File: src/rtl/instr_sequencer.sv
// instr_sequencer: multi-cycle FETCH/DECODE/EXEC/MEM/WB control for the
// 4-bit-opcode CPU. Owns the shared memory handshake, times the PC/IR/RF
// strobes and counts retired instructions.
module instr_sequencer #(
   parameter int CNT_W = 16
) (
   input  logic             clk,
   input  logic             rst_n,
   input  logic             run,
   input  logic [3:0]       opcode,
   input  logic             eq,
   input  logic             mem_ready,
   output logic             mem_rd,
   output logic             mem_wr,
   output logic             addr_sel,
   output logic             ir_load,
   output logic             pc_inc,
   output logic             pc_load,
   output logic             rf_we,
   output logic             busy,
   output logic [2:0]       state,
   output logic [CNT_W-1:0] retired
);

   localparam logic [2:0] S_FETCH  = 3'd0;
   localparam logic [2:0] S_DECODE = 3'd1;
   localparam logic [2:0] S_EXEC   = 3'd2;
   localparam logic [2:0] S_MEM    = 3'd3;
   localparam logic [2:0] S_WB     = 3'd4;

   logic [2:0]       state_q, state_d;
   logic [CNT_W-1:0] retired_q;
   logic             fetch_pend_q, fetch_pend_d;
   logic             retire_c;
   logic             mem_rd_c, mem_wr_c, addr_sel_c, ir_load_c;
   logic             pc_inc_c, pc_load_c, rf_we_c, busy_c;

   // Instruction class decode; everything not listed is ALU class.
   logic is_jmp, is_beq, is_bne, is_lw, is_sw, taken;
   assign is_jmp = (opcode == 4'b0111);
   assign is_beq = (opcode == 4'b1000);
   assign is_bne = (opcode == 4'b1001);
   assign is_lw  = (opcode == 4'b1110);
   assign is_sw  = (opcode == 4'b1111);
   assign taken  = is_beq ? eq : ~eq;

   // State, pending-fetch flag and retire counter; reset drops any request.
   always_ff @(posedge clk) begin
      if (!rst_n) begin
         state_q      <= S_FETCH;
         retired_q    <= '0;
         fetch_pend_q <= 1'b0;
      end else begin
         state_q      <= state_d;
         fetch_pend_q <= fetch_pend_d;
         if (retire_c)
            retired_q <= retired_q + 1'b1;
      end
   end

   // Next-state logic; a started fetch is held even if run drops.
   always_comb begin
      state_d      = S_FETCH;
      fetch_pend_d = 1'b0;
      unique case (state_q)
         S_FETCH: begin
            state_d      = S_FETCH;
            fetch_pend_d = (run || fetch_pend_q) && !mem_ready;
            if ((run || fetch_pend_q) && mem_ready)
               state_d = S_DECODE;
         end
         S_DECODE: state_d = S_EXEC;
         S_EXEC: begin
            if (is_jmp || is_beq || is_bne) state_d = S_FETCH;
            else if (is_lw || is_sw)        state_d = S_MEM;
            else                            state_d = S_WB;
         end
         S_MEM: begin
            state_d = S_MEM;
            if (mem_ready)
               state_d = is_sw ? S_FETCH : S_WB;
         end
         S_WB:    state_d = S_FETCH;
         default: state_d = S_FETCH;
      endcase
   end

   // Strobe decode from current state; illegal encodings drive nothing.
   always_comb begin
      mem_rd_c   = 1'b0;
      mem_wr_c   = 1'b0;
      addr_sel_c = 1'b0;
      ir_load_c  = 1'b0;
      pc_inc_c   = 1'b0;
      pc_load_c  = 1'b0;
      rf_we_c    = 1'b0;
      retire_c   = 1'b0;
      busy_c     = 1'b0;
      unique case (state_q)
         S_FETCH: begin
            if (run || fetch_pend_q) begin
               mem_rd_c  = 1'b1;
               ir_load_c = mem_ready;
               busy_c    = 1'b1;
            end
         end
         S_DECODE: busy_c = 1'b1;
         S_EXEC: begin
            busy_c = 1'b1;
            if (is_jmp) begin
               pc_load_c = 1'b1;
               retire_c  = 1'b1;
            end else if (is_beq || is_bne) begin
               pc_load_c = taken;
               pc_inc_c  = ~taken;
               retire_c  = 1'b1;
            end
         end
         S_MEM: begin
            busy_c     = 1'b1;
            addr_sel_c = 1'b1;
            mem_rd_c   = ~is_sw;
            mem_wr_c   = is_sw;
            if (is_sw && mem_ready) begin
               pc_inc_c = 1'b1;
               retire_c = 1'b1;
            end
         end
         S_WB: begin
            busy_c   = 1'b1;
            rf_we_c  = 1'b1;
            pc_inc_c = 1'b1;
            retire_c = 1'b1;
         end
         default: ;
      endcase
   end

   // Everything is forced quiet while reset is asserted.
   assign mem_rd   = rst_n & mem_rd_c;
   assign mem_wr   = rst_n & mem_wr_c;
   assign addr_sel = rst_n & addr_sel_c;
   assign ir_load  = rst_n & ir_load_c;
   assign pc_inc   = rst_n & pc_inc_c;
   assign pc_load  = rst_n & pc_load_c;
   assign rf_we    = rst_n & rf_we_c;
   assign busy     = rst_n & busy_c;
   assign state    = rst_n ? state_q : S_FETCH;
   assign retired  = rst_n ? retired_q : '0;

endmodule

File: config.mk
export PLATFORM = sky130hd
export DESIGN_NAME = instr_sequencer
export DESIGN_NICKNAME = d
export VERILOG_FILES = /design/src/rtl/instr_sequencer.sv
export SDC_FILE = /design/constraint.sdc
export NUM_CORES = 1
export LEC_CHECK = 0
export CORE_AREA = 4 4 57 59
export CTS_CLUSTER_SIZE = 10
export DETAILED_ROUTE_END_ITERATION = 16
export DIE_AREA = 0 0 61 63
export PLACE_DENSITY = 0.75
export SYNTH_ARGS = -nofsm -noshare
export SYNTH_HDL_FRONTEND = slang
export SYNTH_SLANG_ARGS = --single-unit
File: constraint.sdc
create_clock -name clk -period 2.2 [get_ports clk]
set_input_delay 0.44 -clock clk [delete_from_list [all_inputs] [get_ports clk]]
set_output_delay 0.44 -clock clk [all_outputs]
set_load 0.05 [all_outputs]
==> flow_summary.yaml <==
cells_and_area:
  diodes: 0
  drive_above_1_share_pct: 31.40
  syn_to_final_growth_pct: 71.37
  nNetsFinal: 218
  final_area_um2: 2067
  n_fill_cell: 196
drt:
  initialDrtViolationCount: 70
  ant_nets: 0
  wl_met1_mm: 1.467
  met3_length_um: 228
  vias: 1373
  dr.pass1.iters: 4
  route.met2.wl_mm: 1.847
  dr.max_layer_used: "met4"
  vias_per_cell: 5.769
  drt-wirelength-per-cell_um: 15.16
  route.detailed.drc: 0
  wl_mm: 3.609
placement:
  hpwl_mm: 2.686
  globalplace.congestion: 0.8520
  dpl_cell_area_um2: 1971
  port_buffers: 35
setup_path:
  arrival_ns: 1.71
  crit_fanout: 3
  critPathCaptureType: "primary output"
  crit_chain: "clkbuf_2 -> or3b_4 -> nand2b_4 -> a2111oi_4 -> clkbuf_16"
  slowest_stage: "or3b_4"
  cp-start-kind: "primary input"
  rrSetupSlack_ns: 0.18
  r2r_cells: 5
  cp_top_family: "simple AND/OR/NAND/NOR gates"
  critPathBufInv: 2
  cp.required_ns: 1.76
  slowest_delay_ns: 0.41
  critPathKind: "primary input to primary output"
  cp_num_cells: 5
yosys:
  synth.area.top_cells: "dfxtp_1, and2_1, o21ai_0"
  async_flop_share_pct: 0
  synth_cell_types: 34
  synth_seq_area_share_pct: 33.20
  syn_inst: 157
  synth_ff_type: "dfxtp_1"
  synthesis.nets: 167
  synth-edff-count: 0
  synth_common_cells: "dfxtp_1, nor2_1, and2_1"
  yosysTopAreaCell: "dfxtp_1"
  yosysMostFrequentCell: "dfxtp_1"
  synth_seq_cells: 20
  syn_area_per_cell_um2: 7.683
  synth_area_um2: 1206
  yosys_warnings: 0
  synth_top_area_share_pct: 33.20
clocking:
  clock_sinks: 20
  worstSkewPairLatency_ns: 0.31
  cts.path.max_buffers: 2
  htree_levels: 1
  cts_tree: "built"
  cts_inserted_buffers: 3
  clk_pin_slew_ns: 0.12
  root_buffer: "clkbuf_4"
timing:
  setup_violations: 0
  period_share_pct: 97.52
  worst_slew_pin_slew_ns: 0.4913
  setup_tns_ns: 0
  slew_headroom_pct: 67.10
  slew_violations: 0
  hold_viol_final: 0
  final.setup_skew_ns: 0.009960
  grt_setup_unrepaired: "yes"
  clock.fmax_ghz: 0.4661
  fin_crit_ns: 2.145
grt:
  grt_pass1_wl_mm: 6.003
  grt_usage_pct: 19.61
  antenna_found_initial: 0
  grt_max_degree: 16
  overflow: 0
  grt_pass1_vias: 1368
pwr:
  p_switching_w: 0.0002020
  p_sw_share_pct: 24.61
  peakVddDrop_uv: 354.3
  pwr-share-comb_pct: 18.3
  total_leakage_power_nw: 0.8120
  pwr-share-seq_pct: 45.1
  clkPwrFrac_pct: 36.6
  p_per_area_nw_per_um2: 397.0
  total_power_w: 0.0008206
  p_int_w: 0.0006186
job:
  drv_cap: 0
status:
  status: "completed"
floorplanning:
  die_x_um: 61
  num_rows: 19
  core_area_um2: 2710
  initial_core_util_pct: 44.51
  ios: 36
  fp.dieH_um: 63
  die_area_um2: 3843
worst_hold_path:
  worstHoldPathCells: 2
  hold_path_class: "flip-flop to flip-flop"
## worst min-delay path: cells and delay by family (launching register included)
kind,cells,cell delay (ns)
flops,1,0.34
compound gates,2,0.14
## power by group through the flow
stage	Clock [W]	Combinational (W)	Sequential [W]
after floorplan	0	0.0000707	0.000376
after global placement	0	0.000140	0.000377
after detailed placement	0	0.000143	0.000377
after CTS	0.000304	0.000149	0.000369
after global routing	0.000323	0.000158	0.000370
final	0.000301	0.000150	0.000370
## routing by layer
| layer | vias to the layer above | GRT usage, % |
|---|---|---|
| met5 | - | 0 |
| li1 | 652 | - |
| met3 | 7 | 3.926 |
| met2 | 62 | 33.42 |
| met1 | 652 | 23.78 |
| met4 | 0 | 6.504 |
## kinds of logic (layout without fill, tap and decap cells)
logic type / after synthesis / after routing / share of synthesized area [%]
buffers and inverters: 13 / 63 / 5.393
adders and majority gates: 1 / 1 / 1.037
AOI/OAI and AO/OA: 38 / 38 / 19.61
muxes: 1 / 1 / 0.8299
and+or+nand+nor: 79 / 79 / 36.31
xor gates and xnor gates: 5 / 5 / 3.631
DFF: 20 / 20 / 33.19
## cells in the final DEF, fill, tap and decap left out, drive strengths merged
master         count
clkbuf             6
o2111ai            1
nand4              4
ha                 1
clkdlybuf4s50      2
bufinv             1
xnor2              2
o31ai              1
a2111oi            1
nand4b             2
dlygate4sd2        2
buf               45
nand2b             4
and4               1
nor2              18
or3b               2
nand2             11
dfxtp             20
xor2               3
and3               3
inv                6
or4                2
mux2i              1
a22oi              1
o211ai             2
o32ai              1
nor3               1
or3               10
a21oi             14
o21ai             16
nand3              4
dlymetal6s2s       1
and2              17
a41oi              1
## repair_timing
item,in CTS,in global routing
pin swaps,4,2
resized for setup,12,8
setup buffers,2,1
hold buffers,0,0
setup endpoints to repair,4,7
## final timing paths
path | from | end
setup / recovery | opcode[1] | pc_load
setup reg to reg | state_q[2] | retired_q[12]
hold reg to reg | retired_q[14] | retired_q[14]
hold / removal | retired_q[14] | retired_q[14]
## stage by stage
stage	std cells	hold WS (ns)	utilization [%]	setup WS [ns]
4_1_cts	237	0.5080	76.08	0.0002253
3_3_place_gp	231	0.4581	72.71	-0.3303
5_1_grt	238	0.5190	76.27	-0.0004610
6_report	238	0.5066	76.27	0.05454
2_1_floorplan	157	0.4489	-	-0.03952
3_5_place_dp	231	0.4874	72.71	-0.3542
## sequential cells by signal (all words and copies together) (netlist names)
register and flops:
retired_q 16, state_q 3, fetch_pend_q 1
## layout make-up
type | count | area [um2] | share of cell area, %
clock inverters | 1 | 30.03 | 1.453
repair buffers | 53 | 762.0 | 36.86
flip-flops and latches | 20 | 400.4 | 19.37
clock buffers | 3 | 22.52 | 1.090
well taps | 31 | 38.79 | 1.877
multi-input cells | 124 | 790.8 | 38.26
inverters | 6 | 22.52 | 1.090
Power figures use the tool's default switching activity.
